[src/rtl/riscv_pkg.sv]
// Shared integer-core constants and the writeback source encoding.
// Used by the writeback stage and the forwarding unit.
package riscv_pkg;

  localparam int XLEN       = 32;
  localparam int NREGS      = 32;
  localparam int REG_ADDR_W = 5;

  localparam logic [REG_ADDR_W-1:0] REG_ZERO = 5'd0;
  localparam logic [REG_ADDR_W-1:0] REG_SP   = 5'd2;

  typedef enum logic [1:0] {
    WB_SEL_ALU = 2'd0,
    WB_SEL_MEM = 2'd1,
    WB_SEL_PC  = 2'd2
  } wb_sel_e;

  // PC+4 outranks load data so a link write is never replaced by a stale mem_to_reg.
  function automatic wb_sel_e wb_sel(input logic mem_to_reg, input logic write_from_pc);
    if (write_from_pc) return WB_SEL_PC;
    if (mem_to_reg)    return WB_SEL_MEM;
    return WB_SEL_ALU;
  endfunction

endpackage

[src/rtl/wb_data_mux.sv]
// 3:1 writeback value select (ALU result, load data, PC+4).
// Purely combinational; no state, no back-pressure.
module wb_data_mux
  import riscv_pkg::*;
#(
  parameter int W = XLEN
) (
  input  logic [W-1:0] alu_result,
  input  logic [W-1:0] read_data,
  input  logic [W-1:0] pc_plus_4,
  input  logic         mem_to_reg,
  input  logic         write_from_pc,
  output logic [W-1:0] data
);

  wb_sel_e sel;

  always_comb begin
    sel  = wb_sel(mem_to_reg, write_from_pc);
    data = alu_result;
    case (sel)
      WB_SEL_PC:  data = pc_plus_4;
      WB_SEL_MEM: data = read_data;
      default:    data = alu_result;
    endcase
  end

endmodule

[src/rtl/wb_regfile_writer.sv]
// Writeback stage: selects the MEM/WB value and commits it to the integer register file.
// One write per cycle, visible in the array after one clock; reads bypass the pending write.
module wb_regfile_writer
  import riscv_pkg::*;
#(
  parameter int              XLEN    = riscv_pkg::XLEN,
  parameter int              NREGS   = riscv_pkg::NREGS,
  parameter logic [XLEN-1:0] SP_INIT = '0
) (
  input  logic                  clk,
  input  logic                  rst_n,
  input  logic [XLEN-1:0]       wb_alu_result_in,
  input  logic [XLEN-1:0]       wb_read_data_in,
  input  logic [XLEN-1:0]       wb_pc_plus_4_in,
  input  logic [REG_ADDR_W-1:0] wb_rd_addr_in,
  input  logic                  wb_reg_write_in,
  input  logic                  wb_mem_to_reg_in,
  input  logic                  wb_write_from_pc_in,
  input  logic [REG_ADDR_W-1:0] rs1_addr,
  input  logic [REG_ADDR_W-1:0] rs2_addr,
  output logic [XLEN-1:0]       rs1_data,
  output logic [XLEN-1:0]       rs2_data,
  output logic [XLEN-1:0]       wb_data_out,
  output logic                  wb_write_en_out,
  input  logic [REG_ADDR_W-1:0] dbg_addr,
  output logic [XLEN-1:0]       dbg_data
);

  // x0 has no storage; every port decodes it to zero.
  logic [XLEN-1:0] regs [1:NREGS-1];
  logic [XLEN-1:0] sel_data;

  wb_data_mux #(.W(XLEN)) u_wb_data_mux (
    .alu_result    (wb_alu_result_in),
    .read_data     (wb_read_data_in),
    .pc_plus_4     (wb_pc_plus_4_in),
    .mem_to_reg    (wb_mem_to_reg_in),
    .write_from_pc (wb_write_from_pc_in),
    .data          (sel_data)
  );

  assign wb_data_out     = rst_n ? sel_data : '0;
  assign wb_write_en_out = wb_reg_write_in && (wb_rd_addr_in != REG_ZERO) && rst_n;

  always_ff @(posedge clk) begin
    if (!rst_n) begin
      for (int i = 1; i < NREGS; i++) regs[i] <= '0;
      regs[REG_SP] <= SP_INIT;
    end else if (wb_write_en_out) begin
      regs[wb_rd_addr_in] <= wb_data_out;
    end
  end

  always_comb begin
    rs1_data = '0;
    if (rst_n && rs1_addr != REG_ZERO) begin
      if (wb_write_en_out && rs1_addr == wb_rd_addr_in) rs1_data = wb_data_out;
      else                                              rs1_data = regs[rs1_addr];
    end
  end

  always_comb begin
    rs2_data = '0;
    if (rst_n && rs2_addr != REG_ZERO) begin
      if (wb_write_en_out && rs2_addr == wb_rd_addr_in) rs2_data = wb_data_out;
      else                                              rs2_data = regs[rs2_addr];
    end
  end

  assign dbg_data = (dbg_addr == REG_ZERO) ? '0 : regs[dbg_addr];

endmodule

[config.mk]
export PLATFORM = sky130hd
export DESIGN_NAME = wb_regfile_writer
export DESIGN_NICKNAME = d
export VERILOG_FILES = /design/src/rtl/riscv_pkg.sv /design/src/rtl/wb_data_mux.sv /design/src/rtl/wb_regfile_writer.sv
export SDC_FILE = /design/constraint.sdc
export NUM_CORES = 2
export LEC_CHECK = 0
export ABC_CLOCK_PERIOD_IN_PS = 2700
export CORE_MARGIN = 2
export CORE_UTILIZATION = 39
export DETAILED_ROUTE_END_ITERATION = 6
export DONT_BUFFER_PORTS = 1
export GPL_TIMING_DRIVEN = 0
export MAX_ROUTING_LAYER = met4
export PLACE_DENSITY = 0.61
export SLEW_MARGIN = 20
export SYNTH_ARGS = -nofsm -noshare
export SYNTH_HDL_FRONTEND = slang
export SYNTH_SLANG_ARGS = --single-unit
export TNS_END_PERCENT = 100
[constraint.sdc]
create_clock -name clk -period 2.7 [get_ports clk]
set_clock_uncertainty 0.05 [all_clocks]
set_input_delay 0.54 -clock clk [delete_from_list [all_inputs] [get_ports clk]]
set_output_delay 0.54 -clock clk [all_outputs]
set_load 0.02 [all_outputs]
Word-level counts from Yosys, hierarchy flattened
Memories as Yosys holds them, arrays and structs flattened.
Cells that the tools add are included.
{"block": "word_totals", "ff_bits": 0, "mem_bits_rw": 992, "in_bits": 121, "out_inout_bits": 129, "elab_cells": 39, "n_memories": 1}
{"block": "op_classes", "eq_ne": 4, "n_mux": 22, "bitwise": 1, "n_reduce_logical": 11}
{"memory": "regs", "words": 31, "word_bits": 32, "read_ports": 3, "rd_clocked_by_memory_dff": 0, "wr": 31, "line": "wb_regfile_writer.sv:30", "text": "logic [XLEN-1:0] regs [1:NREGS-1];"}
{"operator": "$mux W32", "count": 8}
{"operator": "$pmux W32 S2", "count": 1}
{"operator": "$reduce_or A32 Y1", "count": 1}
{"operator": "$reduce_bool A5 Y1", "count": 3}
{"operator": "$eq A5 B5 Y1", "count": 2}
{"operator": "$mux W1", "count": 8}
{"operator": "$mux W2", "count": 4}
{"operator": "$logic_and A1 B1 Y1", "count": 6}
{"operator": "$logic_not A5 Y1", "count": 1}
{"operator": "$mux W5", "count": 1}
{"operator": "$eq A2 B1 Y1 const B", "count": 1}
{"operator": "$eq A2 B2 Y1 const B", "count": 1}
{"operator": "$or A1 B1 Y1", "count": 1}

Depth between registers and ports, before layout
{"block": "depth", "depth_word": 9, "ltp_mapped": 9, "ltp_nobuf": 5}

By module
A second synthesis with hierarchy kept.
{"block": "unflattened", "cells_unflattened": 4640, "hier_area_um2": 62230.9}
{"module": "wb_regfile_writer", "instances": 1, "cells_each": 4533, "area_each_um2": 61516.5, "seq_area_each_um2": 30749.5}
{"module": "wb_data_mux", "instances": 1, "cells_each": 107, "area_each_um2": 714.4, "seq_area_each_um2": 0.0}

Worst setup path before layout
Ideal clock, no wire load.
{"block": "synth_timing", "path_kind": "input to output", "start": "in wb_mem_to_reg_in", "end": "out rs2_data[11]", "arrival_ns": 2.331, "required_ns": 2.110, "setup_slack_ns": -0.221, "path_stages": 6, "path_buffers": 2, "cell_sequence": "clkbuf_1 -> buf_1 -> mux2_2 -> o211ai_1 -> inv_1 -> a221o_1"}
{"block": "synth_between", "elab_chain_cells": 9, "word_cells_on_any_way": 11, "classes_between": "eq/ne: 2; mux: 9"}
{"element": "start, declared", "line": "wb_regfile_writer.sv:17", "text": "input logic wb_mem_to_reg_in,"}
{"element": "$mux W1 (2 in series)", "line": "riscv_pkg.sv:21", "text": "if (mem_to_reg) return WB_SEL_MEM;"}
{"element": "$mux W2 *", "line": "riscv_pkg.sv:22", "text": "return WB_SEL_ALU;"}
{"element": "$mux W2 *", "line": "riscv_pkg.sv:21"}
{"element": "$eq A2 B1 Y1 or $eq A2 B2 Y1 (tied branches)", "line": "wb_data_mux.sv:21", "text": "case (sel)"}
{"element": "$pmux W32 S2 *", "line": "wb_data_mux.sv:21"}
{"element": "$mux W32 *", "line": "wb_regfile_writer.sv:42", "text": "assign wb_data_out = rst_n ? sel_data : '0;"}
{"element": "via wb_data_out[11]", "line": "wb_regfile_writer.sv:23", "text": "output logic [XLEN-1:0] wb_data_out,"}
{"element": "$mux W32 *", "line": "wb_regfile_writer.sv:65", "text": "if (wb_write_en_out && rs2_addr == wb_rd_addr_in) rs2_data = wb_data_out;"}
{"element": "$mux W32 *", "line": "wb_regfile_writer.sv:64", "text": "if (rst_n && rs2_addr != REG_ZERO) begin"}
{"element": "end, declared", "line": "wb_regfile_writer.sv:22", "text": "output logic [XLEN-1:0] rs2_data,"}
Mark *: on every way through the listed nets, which the timed path passes. The rest lies on a longest branch. The select of a mux whose other input is x is not followed.

Worst setup path in the final report
{"block": "layout_timing", "start": "in rs2_addr[2]", "end": "out rs2_data[25]"}
{"block": "layout_between", "elab_chain_cells": 4, "word_cells_on_any_way": 7, "classes_between": "eq/ne: 1; mux: 2; reduce/logical: 3; memory: 1"}
{"element": "start, declared", "line": "wb_regfile_writer.sv:20", "text": "input logic [REG_ADDR_W-1:0] rs2_addr,"}
{"element": "branches (longest 3 deep; another with $mem_v2 Z31 W32)"}
{"element": "$mux W32 *", "line": "wb_regfile_writer.sv:64"}
Every way passes the cells marked *.

==> results.tsv <==
stage	metric	value	unit
run_status	result of the run	finished with violations	
run_status	violated checks	DRC, setup timing	
pwr	Max VDD drop	691.7	µV
timing	Finish-stage setup viols	437	
clock_network	clock root buffer master	sky130_fd_sc_hd__clkbuf_16	
timing	remaining max-slew budget at the tightest pin	0.06752	
routing	# DRC	24	
final_layout	net total in the final layout	5073	
floorplanning	effective utilization at floorplan	0.3930	
timing	actual slew at the worst max-slew pin	1.399	ns
synth	post-synth design cell area	62310	µm²
clock_network	clock transition time at the flip-flop clock pins of the worst setup and hold paths	0.06	ns
clock_network	maximum buffer depth of the clock tree	3	
grt	global-route congestion overflow total	0	
timing	clock period minus worst slack	3.323	ns
pwr	Design Power	46.38	mW
timing	number of hold violations in the final report	0	
placement	number of buffers inserted by port buffering	0	
floorplanning	die extent in x	403.7	µm
placement	RePlAce Congestion	1.044	
setup_path	kind of capture point of the worst setup path	output pin	
worst_hold_path	path category of the worst min-delay check	in2reg	
final_layout	flip-flop count of the largest register after layout	1024	
synth	mean post-synth cell area	13.61	µm²
grt	global-route wire length before repair	424.3	mm
setup_path	required time worst endpoint	2.11	ns
clock_network	TritonCTS clock tree	built	
synth	sequential element share of the synthesized area	0.4935	
grt	overall routing resource usage	0.4011	
final_layout	leading registers by flop count	regs x1024	
setup_path	highest fanout seen on the critical path	10	
grt	number of global-route vias before repair	49040	
job	# Max-Cap Violations	0	
floorplanning	die footprint	163000	µm²
final_layout	commonest non-fill, non-tap cell in the layout	sky130_fd_sc_hd__edfxtp_1	
routing	first-pass iteration count of the detailed router	7	
synth	Yosys Warn Count	0	
synth	number of enable-type register cells in the synthesized netlist	1024	
setup_path	data arrival time at the worst-slack endpoint	2.73	ns
final_layout	number of filler cells placed in the layout	13520	
clock_network	H-tree levels	3	
routing	count of vias placed by the detailed router	52710	
final_layout	layout cell share with drive strength beyond 1	0.3856	
timing	Final period util	1.231	
synth	leading post-synthesis cells by cell area	sky130_fd_sc_hd__edfxtp_1 (49%), sky130_fd_sc_hd__mux4_2 (23%), sky130_fd_sc_hd__mux2i_1 (6.6%)	
placement	placed wire-length estimate after detailed placement	221.8	mm
synth	post-synthesis cell type count	47	
grt	number of antenna violations at the first check in global routing	15	
grt	pin count of the biggest net entering global routing	33	
synth	prevailing post-synth register cell	sky130_fd_sc_hd__edfxtp_1	
timing	Worst Slack Setup Final	-0.6227	ns
routing	DRT antenna net count	0	
clock_network	number of buffers inserted during clock tree synthesis	117	
floorplanning	height of the die	403.7	µm
timing	Total Neg Setup Slack	-55.53	ns
pwr	Power per Cell Area	600.0	nW/µm²
synth	area share of the leading cell type in the synthesized netlist	0.4935	
final_layout	final instance area	77310	µm²
final_layout	area growth from synthesis to layout	24.07	%
setup_path	category of the most critical setup path	in2out	
final_layout	most used cells in the layout excluding fill and tap cells	sky130_fd_sc_hd__edfxtp_1 (1,024), sky130_fd_sc_hd__nor2_1 (993), sky130_fd_sc_hd__mux4_2 (642)	
synth	fraction of registers with async set or reset after synthesis	0	
synth	largest area contributor in the netlist	sky130_fd_sc_hd__edfxtp_1	
pwr	leakage power	26.75	nW
clock_network	CTS Sinks	1024	
floorplanning	total I/O pin count	250	
routing	number of DRC markers after the initial detailed-route iteration	10030	
timing	count of pins over their slew limit	0	
timing	setup repair after global routing missed its margin	yes	
timing	FMAX	301.0	MHz
setup_path	startpoint types	input pin	
placement	placed standard-cell area	66000	µm²
routing	detail-routed net length per standard cell	45.62	µm
final_layout	Largest Register	regs	
synth	gate count of the mapped netlist	4578	
routing	final wirelength	326.0	mm
routing	vias per cell	7.376	
floorplanning	Core ar.	158600	µm²
floorplanning	standard-cell row count	146	
synth	synthesis-stage register bit count	1024	
-- critical path, cell delays in order --
cell and delay, ns:
sky130_fd_sc_hd__buf_4 0.24, sky130_fd_sc_hd__buf_6 0.28, sky130_fd_sc_hd__buf_4 0.36, sky130_fd_sc_hd__mux4_2 0.35
sky130_fd_sc_hd__mux2i_1 0.30, sky130_fd_sc_hd__a21oi_1 0.16, sky130_fd_sc_hd__a221o_2 0.47
-- Yosys cell counts, types with 31 or more instances --
library cell / n
sky130_fd_sc_hd__clkbuf_1: 342
sky130_fd_sc_hd__a221oi_1: 130
sky130_fd_sc_hd__nor2b_1: 35
sky130_fd_sc_hd__buf_2: 74
sky130_fd_sc_hd__o21bai_1: 32
sky130_fd_sc_hd__a211o_1: 32
sky130_fd_sc_hd__a21oi_1: 68
sky130_fd_sc_hd__inv_1: 69
sky130_fd_sc_hd__buf_4: 53
sky130_fd_sc_hd__nand2_1: 102
sky130_fd_sc_hd__nor2_1: 996
sky130_fd_sc_hd__mux2i_1: 410
sky130_fd_sc_hd__a22oi_1: 32
sky130_fd_sc_hd__nand2b_1: 35
sky130_fd_sc_hd__nor3b_1: 62
sky130_fd_sc_hd__o211ai_1: 31
sky130_fd_sc_hd__edfxtp_1: 1024
sky130_fd_sc_hd__mux2_2: 35
sky130_fd_sc_hd__o21ai_1: 32
sky130_fd_sc_hd__o21ai_0: 59
sky130_fd_sc_hd__a211oi_1: 93
sky130_fd_sc_hd__mux4_2: 642
sky130_fd_sc_hd__a221o_1: 92
-- stage by stage --
stage / setup slack (ns) / hold slack (ns) / cells / util
2_1_floorplan: -0.1567 / 0.9291 / 4609 / -
6_report: -0.6227 / 0.1806 / 7146 / 0.4876
3_5_place_dp: -1.661 / 1.038 / 6705 / 0.4162
3_3_place_gp: -2.823 / 1.033 / 6681 / 0.4117
5_1_grt: -0.6034 / 0.2502 / 7139 / 0.4875
4_1_cts: -0.5501 / 0.1801 / 7073 / 0.4768
-- routing by layer --
| layer | GRT usage | share of wire | wire length, µm | vias to the layer above |
|---|---|---|---|---|
| met5 | - | 0 | 0 | - |
| met4 | 0.2433 | 0.080 | 25940 | 0 |
| met3 | 0.2045 | 0.18 | 60290 | 1396 |
| met2 | 0.5431 | 0.41 | 133000 | 5753 |
| met1 | 0.4717 | 0.33 | 106700 | 26670 |
| li1 | - | - | - | 18890 |
-- report_power, final --
part	internal, mW	switching [mW]
registers	18.4	0.659
clock network	10.3	7.36
logic	3.76	5.93
-- kinds of logic (layout without fill, tap and decap cells) --
kind of cell | after synthesis | after routing | share of synthesized area
multiplexers | 1087 | 1087 | 0.3042
buffers and inverters | 590 | 1027 | 0.04317
AO/OA/AOI/OAI | 609 | 609 | 0.07432
XOR/XNOR | 10 | 10 | 0.001406
other | 1 | 57 | 0.00006018
flip-flops | 1024 | 1024 | 0.4935
AND/OR/NAND/NOR | 1257 | 1260 | 0.08331
-- layout make-up --
| class | instances | area [µm²] | area share |
|---|---|---|---|
| clock buffers | 140 | 3035 | 0.03926 |
| diodes | 25 | 62.56 | 0.0008092 |
| repair buffers | 224 | 2491 | 0.03222 |
| well taps | 2072 | 2592 | 0.03353 |
| inverters | 69 | 266.5 | 0.003447 |
| clock inverters | 76 | 1040 | 0.01345 |
| multi-input cells | 2998 | 32450 | 0.4197 |
| flip-flops and latches | 1024 | 30750 | 0.3977 |
| plain buffers | 518 | 4624 | 0.05982 |
-- worst paths after layout --
kind / startpoint / endpoint / slack [ns] / cells after the start
setup / recovery: rs2_addr[2] / rs2_data[25] / -0.62 / 7
hold / removal: wb_pc_plus_4_in[13] / regs[0][13]$_DFFE_PP_ / 0.18 / 3
-- timing repair --
| item | in CTS | in global routing |
|---|---|---|
| hold buffers | 0 | 0 |
| cloned | 8 | 5 |
| setup endpoints to repair | 1299 | 457 |
| gates resized for setup | 1069 | 256 |
| pin swaps | 150 | 89 |
| setup buffers | 144 | 50 |
(Power assumes the default switching activity.)
